<file path="src/rtl/data_distributor_stream.sv">
// data_distributor_stream
//   Routes one input word per cycle into one of NUM_CH single-word holding
//   registers (unicast), or into all of them at once (broadcast).
//   Valid/ready handshakes are used on both sides. A word with an illegal
//   select is accepted and discarded, and each such drop is counted.
//
// Ports:
//   clk, rst_n      clock, asynchronous active-low reset
//   enable          when low, no new word is accepted (held words still drain)
//   flush           synchronous clear of every channel register
//   broadcast       the accepted word goes to every channel
//   select_line     target channel in unicast mode
//   in_valid        producer word valid
//   input_data      producer word
//   in_ready        combinational accept
//   out_valid[k]    channel k holds a word
//   out_ready[k]    consumer k takes the word
//   out_data        channel k in bits [k*DATA_WIDTH +: DATA_WIDTH]; reads 0 when empty
//   bad_select      one-cycle pulse per dropped word
//   drop_count      saturating count of dropped words
module data_distributor_stream #(
   parameter int DATA_WIDTH = 8,
   parameter int NUM_CH     = 4,
   parameter int SEL_WIDTH  = $clog2(NUM_CH)
) (
   input  logic                         clk,
   input  logic                         rst_n,
   input  logic                         enable,
   input  logic                         flush,
   input  logic                         broadcast,
   input  logic [SEL_WIDTH-1:0]         select_line,
   input  logic                         in_valid,
   input  logic [DATA_WIDTH-1:0]        input_data,
   output logic                         in_ready,
   output logic [NUM_CH-1:0]            out_valid,
   input  logic [NUM_CH-1:0]            out_ready,
   output logic [NUM_CH*DATA_WIDTH-1:0] out_data,
   output logic                         bad_select,
   output logic [7:0]                   drop_count
);

   // The select field can encode more values than there are channels.
   // Padding can_take to the full select span keeps the index in range.
   localparam int SEL_SPAN = 1 << SEL_WIDTH;

   logic [NUM_CH-1:0]                 valid_q, valid_d;
   logic [NUM_CH-1:0][DATA_WIDTH-1:0] data_q, data_d;
   logic                              bad_select_q, bad_select_d;
   logic [7:0]                        drop_count_q, drop_count_d;

   logic [NUM_CH-1:0]   can_take;
   logic [SEL_SPAN-1:0] can_take_ext;
   logic                sel_legal;
   logic                xfer;

   always_comb begin
      can_take     = ~valid_q | out_ready;
      can_take_ext = '0;
      can_take_ext[NUM_CH-1:0] = can_take;
      sel_legal    = ({1'b0, select_line} < (SEL_WIDTH+1)'(NUM_CH));

      // Illegal unicast selects are always accepted so the producer never
      // stalls on them. Broadcast is all-or-nothing.
      if (!rst_n || !enable || flush)
         in_ready = 1'b0;
      else if (broadcast)
         in_ready = &can_take;
      else if (sel_legal)
         in_ready = can_take_ext[select_line];
      else
         in_ready = 1'b1;

      xfer = in_valid && in_ready;

      valid_d = valid_q;
      data_d  = data_q;
      for (int k = 0; k < NUM_CH; k++) begin
         if (flush) begin
            valid_d[k] = 1'b0;
            data_d[k]  = '0;
         end else if (xfer && (broadcast || (sel_legal && select_line == SEL_WIDTH'(k)))) begin
            // A load wins over a drain on the same edge.
            valid_d[k] = 1'b1;
            data_d[k]  = input_data;
         end else if (valid_q[k] && out_ready[k]) begin
            valid_d[k] = 1'b0;
            data_d[k]  = '0;
         end
      end

      bad_select_d = xfer && !broadcast && !sel_legal;
      drop_count_d = (bad_select_d && drop_count_q != 8'hFF) ? drop_count_q + 8'd1 : drop_count_q;
   end

   always_ff @(posedge clk or negedge rst_n) begin
      if (!rst_n) begin
         valid_q      <= '0;
         data_q       <= '0;
         bad_select_q <= 1'b0;
         drop_count_q <= 8'd0;
      end else begin
         valid_q      <= valid_d;
         data_q       <= data_d;
         bad_select_q <= bad_select_d;
         drop_count_q <= drop_count_d;
      end
   end

   always_comb begin
      out_data = '0;
      for (int k = 0; k < NUM_CH; k++)
         out_data[k*DATA_WIDTH +: DATA_WIDTH] = valid_q[k] ? data_q[k] : '0;
   end

   assign out_valid  = valid_q;
   assign bad_select = bad_select_q;
   assign drop_count = drop_count_q;

endmodule

</file>
<file path="config.mk">
export PLATFORM = sky130hd
export DESIGN_NAME = data_distributor_stream
export DESIGN_NICKNAME = d
export VERILOG_FILES = /design/src/rtl/data_distributor_stream.sv
export SDC_FILE = /design/constraint.sdc
export NUM_CORES = 1
export LEC_CHECK = 0
export CAP_MARGIN = 0
export CORE_ASPECT_RATIO = 1.25
export CORE_UTILIZATION = 35
export CTS_CLUSTER_SIZE = 28
export DETAILED_ROUTE_END_ITERATION = 6
export PLACE_DENSITY_LB_ADDON = 0.05
export SLEW_MARGIN = 10
export SYNTH_ARGS = -nofsm -noshare
export SYNTH_HDL_FRONTEND = slang
export SYNTH_SLANG_ARGS = --single-unit
export TNS_END_PERCENT = 1
</file>
<file path="constraint.sdc">
create_clock -name clk -period 4.95 [get_ports clk]
set_clock_uncertainty 0.1 [all_clocks]
set_input_delay 0.99 -clock clk [delete_from_list [all_inputs] [get_ports clk]]
set_output_delay 0.99 -clock clk [all_outputs]
set_load 0.005 [all_outputs]
</file>
==> flow_summary.json <==
{
  "grt_usage": 0.1721,
  "grt_start_max_net_pins": 37,
  "postCtsSetupRepairBufs": 0,
  "vias_per_cell": 4.604,
  "clockBufferDepth": 2,
  "overflow": 0,
  "clock_latency_ps": 280,
  "yosysUniqueCellTypes": 23,
  "syn_area_per_cell_um2": 10.24,
  "vias": 1418,
  "cts_resized": 0,
  "fp.dieW_um": 68.52,
  "fmax_ghz": 0.2525,
  "cts-root-buf": "clkbuf_8",
  "path_clk_slew_ps": 70,
  "drtIter0Drc": 69,
  "power_density_nw_per_um2": 223.2,
  "critPathMaxFanout": 17,
  "num-nets-final": 265,
  "rsz0062_at_grt": "no",
  "critical-path-top-delay-family": "buffers and inverters",
  "setup_viol": 0,
  "required_ps": 3860,
  "syn_to_final_growth_pct": 33.74,
  "grt_pass1_wl_um": 7245,
  "max_stage_delay_ps": 690,
  "n_fill_cell": 506,
  "crit_arrival_ps": 2870,
  "synth_area_leader_cell": "dfrtp_1",
  "finalHoldViolations": 0,
  "cts_buffers": 5,
  "vdd_drop_max_uv": 158.1,
  "cp_cell_sequence": "clkdlybuf4s50_1, nor4_2, nand4_2, inv_2, clkdlybuf4s50_1",
  "dp_hpwl_um": 3144,
  "portBuffers": 56,
  "slew_headroom": 0.3844,
  "cp.depth": 5,
  "startpoint_type": "primary input",
  "synth-seq-area-share": 0.4654,
  "crit_type": "primary input to primary output",
  "die_area_um2": 5834,
  "synth_top_area_share": 0.4654,
  "drive_gt1_frac": 0.05691,
  "diodes": 0,
  "fin_crit_sh": 0.8001,
  "synth_cells": 189,
  "netlist_area_um2": 1936,
  "hold_class": "flop to flop",
  "synth_seq_cells": 36,
  "finalSetupTns_ps": 0,
  "post_dp_cell_area_um2": 2495,
  "report.final.slew_viol_count": 0,
  "core_um2": 5189,
  "ff2ff_path_depth": 5,
  "finish.instance_area_um2": 2589,
  "cts_tree": "yes",
  "end_kind": "primary output",
  "route.final.wire_length_um": 4509,
  "leakage_nw": 1.204,
  "max-cap-violations": 0,
  "worst_pin_slew_ps": 919.4,
  "crit_path_top_delay_cell": "clkdlybuf4s50_1",
  "holdBufCountCts": 0,
  "drt_first_pass_iters": 4,
  "cp.buffers_inverters": 3,
  "grt_pass1_vias": 1400,
  "remaining_drc_errors": 0,
  "hold_slack_ps": 421.4,
  "yosysWarningCount": 0,
  "ant_nets": 0,
  "htreeDepth": 2,
  "finalWeightedCongestion": 0.7862,
  "hold_depth": 2,
  "cp_common_cell": "clkdlybuf4s50_1",
  "r2r_setup_slack_ps": 2520,
  "rows": 29,
  "clock_sinks": 36,
  "start_util": 0.3730,
  "synth_area_leaders": "dfrtp_1, mux2i_1, and2_1",
  "status": "completed",
  "dieHeight_um": 85.15,
  "wire_per_inst_um": 14.64,
  "fin_util": 0.4989,
  "ios": 66,
  "period_needed_ps": 3961,
  "antenna_found_initial": 0
}
[stage by stage]
step | worst slack, ps | power (mW) | instances
6_report | 989.3 | 0.5777 | 308
4_1_cts | 967.1 | 0.5860 | 308
3_3_place_gp | 1014 | 0.3668 | 300
2_1_floorplan | 2206 | 0.3362 | 197
5_1_grt | 855.5 | 0.6036 | 308
3_5_place_dp | 984.8 | 0.3666 | 300
[path summary, 6_finish.rpt]
path                                   start           end
worst min-delay path              data_q[19]    data_q[19]
worst max-delay path                   flush      in_ready
worst max register to register  out_valid[3]    data_q[24]
worst min register to register    data_q[19]    data_q[19]
max in group asynchronous              rst_n  out_valid[2]
min in group asynchronous              rst_n     data_q[5]
[kinds of logic (layout without fill, tap and decap cells)]
| kind of cell | after synthesis | in the layout | synth area share |
|---|---|---|---|
| and+or+nand+nor | 86 | 86 | 0.2515 |
| DFF | 36 | 36 | 0.4654 |
| AOI/OAI and AO/OA | 14 | 14 | 0.04783 |
| buffers and inverters | 20 | 69 | 0.06787 |
| other | 1 | 9 | 0.001937 |
| muxes | 32 | 32 | 0.1655 |
[report_power, final]
group	total [mW]	leakage (nW)	switching, mW	internal [mW]
clock	0.218	0.0445	0.105	0.113
sequential	0.302	0.500	0.00342	0.299
combinational	0.0576	0.660	0.0321	0.0255
[Yosys cell counts (all sizes together)]
cell and instances:
a21oi 8, and2 32, and4b 1, buf 13, clkbuf 3, conb 1
dfrtp 36, inv 4, mux2i 32, nand2 33, nand2b 11, nand3 1
nand4 1, nor2b 3, nor3b 2, nor4 1, nor4bb 1, o211ai 1
o21ai 1, o21ba 2, o21bai 2
[worst reg2reg max path: stages (launching register included)]
cell and delay [ps]:
dfrtp_1 500, and4b_1 270, nor4_2 230, nand4_2 170, nor3b_2 780, mux2i_1 290
[layer usage]
layer	global-route usage	part of all wire
met5	0	0
met4	0.03977	0.0086
met3	0.04301	0.045
met2	0.2585	0.45
met1	0.2462	0.49
[area by class of cell]
| type | instances | area [µm²] | share of cell area |
|---|---|---|---|
| Tap cell | 62 | 77.57 | 0.02997 |
| Timing Repair Buffer | 57 | 568.0 | 0.2194 |
| Clock buffer | 7 | 86.33 | 0.03335 |
| Inverter | 4 | 15.01 | 0.005800 |
| Multi-Input combinational cell | 141 | 933.4 | 0.3606 |
| Sequential cell | 36 | 900.9 | 0.3480 |
| Clock inverter | 1 | 7.507 | 0.002900 |
[sequential cells by signal, indices dropped and copies added (netlist names)]
register and flops:
out_valid 4, data_q 32
[layout by cell type, fill, tap and decap left out, types with 2 or more instances in the layout]
master	synthesis	routed
nand2b_1	11	11
o21bai_1	2	2
nand2_1	33	33
dfrtp_1	36	36
inv_1	3	3
a21oi_1	8	8
conb_1	1	9
clkdlybuf4s50_1	0	56
nor2b_1	3	3
o21ba_1	2	2
clkbuf_8	0	6
nor3b_2	2	2
and2_1	32	32
mux2i_1	32	32
Power figures use the tool's default switching activity.
==> RTL edit: new RTL, same settings <==
Change the parameter `NUM_CH` from 4 to 2.
--- a/src/rtl/data_distributor_stream.sv
+++ b/src/rtl/data_distributor_stream.sv
@@ -20,7 +20,7 @@
 //   drop_count      saturating count of dropped words
 module data_distributor_stream #(
    parameter int DATA_WIDTH = 8,
-   parameter int NUM_CH     = 4,
+   parameter int NUM_CH     = 2,
    parameter int SEL_WIDTH  = $clog2(NUM_CH)
 ) (
    input  logic                         clk,
Ports: changed (resized out_data, out_ready, out_valid and select_line); port bits go from 66 to 45. The function was not compared with the original's and may differ.
==> RTL edit against the unedited design <==
  * Wire length shrank 53%
  * Total power shrank 51%
  * Worst setup slack improved by 390 ps
  * Critical path type unchanged
  * Synthesized area decreased by 47%
  * Critical endpoint unchanged
  * Combinational power decreased by 36%
  * Global-route usage is 1.5 points lower
  * Sequential cell count is 18 lower
  * Design area shrank 46%
  * Synthesized cell count shrank 45%
  * First-iteration DRC count down 81%
  * Core utilization up 1.5 points
==> RTL edit: results (changes against the unedited design) <==
[metrics] global router's overall resource usage: 15.7% (-1.5 points)
[metrics] number of nets in the final layout: 159 (-40%)
[metrics] Filler Cell Count: 263 (-48%)
[metrics] number of flip-flops under the largest register name: 16 (-50%)
[metrics] slew at the pin closest to its max-slew limit: 697 ps (-222 ps)
[metrics] Critical Path Fanout Max: 20 (+3)
[metrics] Distinct cells, synth: 22 (-4.3%)
[metrics] Critical Path AT: 2480 ps (-390 ps)
[metrics] largest vdd supply drop: 0.113 mV (-29%)
[metrics] sum of net half-perimeters after detailed placement: 1590 um (-49%)
[metrics] average via count per standard cell: 4.54 (-1.4%)
[metrics] buffer cell driving the clock tree root: clkbuf_4
[metrics] Starting DRT DRC Count: 13 (-81%)
[metrics] post-synthesis sequential area ratio: 44.2% (-2.4 points)
[metrics] final standard cell area without fillers: 0.00140 mm2 (-46%)
[metrics] met2 Use GR: 27.5% (+1.7 points)
[metrics] first-pass GRT wire length: 3750 um (-48%)
[metrics] status: complete, no violations
[metrics] static leakage: 0.724 nW (-40%)
[metrics] final weighted congestion of routability-driven global placement: 0.731 (-7.0%)
[metrics] clock slew at the register clock pins of the worst setup and hold paths: 100 ps (+30 ps)
[metrics] proportion of synthesized area in mux cells: 15.7% (-0.84 points)
[metrics] count of buffers inserted at the top-level ports: 35 (-38%)
[metrics] number of detailed-route iterations in the first pass: 2 (-2)
[metrics] insertion delay of the later-clocked pin in the worst-skew pair: 300 ps (+20 ps)
[metrics] fraction of layout cells with a size suffix above 1: 6.38% (+0.69 points)
[metrics] depth of the CTS H-tree: 1 (-1)
[metrics] number of global-route vias before repair: 837 (-40%)
==> RTL edit: cell count changes in the layout (fill, tap and decap cells not counted), moves of 3 or more <==
cell	change
clkbuf_4	+3
nand2b_1	-9
nand2_1	-16
inv_1	+5
and2_1	-16
nor2b_1	-3
mux2i_1	-16
dfrtp_1	-18
a21oi_1	-4
clkdlybuf4s50_1	-21
clkbuf_8	-5
==> RTL edit: final timing paths <==
kind                                     endpoint  slack, ps  cells after the start                startpoint
min in group asynchronous  data_q[15]$_DFFE_PN0P_        920                      2                     rst_n
setup reg to reg            data_q[9]$_DFFE_PN0P_       3180                      3  out_valid[0]$_DFFE_PN0P_
setup / recovery                         in_ready       1380                      5                     rst_n
hold / removal              data_q[6]$_DFFE_PN0P_        430                      2     data_q[6]$_DFFE_PN0P_
hold reg to reg             data_q[6]$_DFFE_PN0P_        430                      2     data_q[6]$_DFFE_PN0P_
max in group asynchronous   data_q[1]$_DFFE_PN0P_       3630                      2                     rst_n
==> RTL edit: layout make-up <==
| cell class | instances | share of cell area (%) |
|---|---|---|
| clock buffer | 4 | 2.58 |
| timing repair buffer | 36 | 25.5 |
| inverter | 8 | 2.14 |
| sequential | 18 | 32.1 |
| multi-input combinational | 75 | 34.7 |
| tap | 34 | 3.03 |
==> RTL edit: stage by stage <==
stage,std cells,hold slack [ps],worst slack [ps],power [mW]
after global routing,175,460,1220,0.293
after floorplan,112,398,2420,0.176
after detailed placement,171,418,1350,0.194
after global placement,171,410,1370,0.193
after CTS,175,432,1350,0.286
final,175,429,1380,0.282
==> RTL edit: kinds of logic after synthesis <==
logic type	count (synthesis)
DFF	18
muxes	16
other	1
AOI/OAI and AO/OA	6
and+or+nand+nor	44
buffers and inverters	19
==> RTL edit: worst min-delay path, stage by stage (launching register included) <==
cell and delay (ps):
dfrtp_1 380, nand2_1 60, mux2i_1 60
==> RTL edit: power breakdown <==
| group | internal, mW | switching [mW] |
|---|---|---|
| logic | 0.0192 | 0.0174 |
| registers | 0.151 | 0.00264 |
| clock network | 0.0449 | 0.0466 |
| total | 0.215 | 0.0667 |
==> RTL edit: per-layer routing <==
metal  routed length [um]  vias to the layer above
met5                    0                        -
met3                   85                        5
met2                 1090                       27
met4                   38                        0
met1                  914                      370
li1                     -                      392
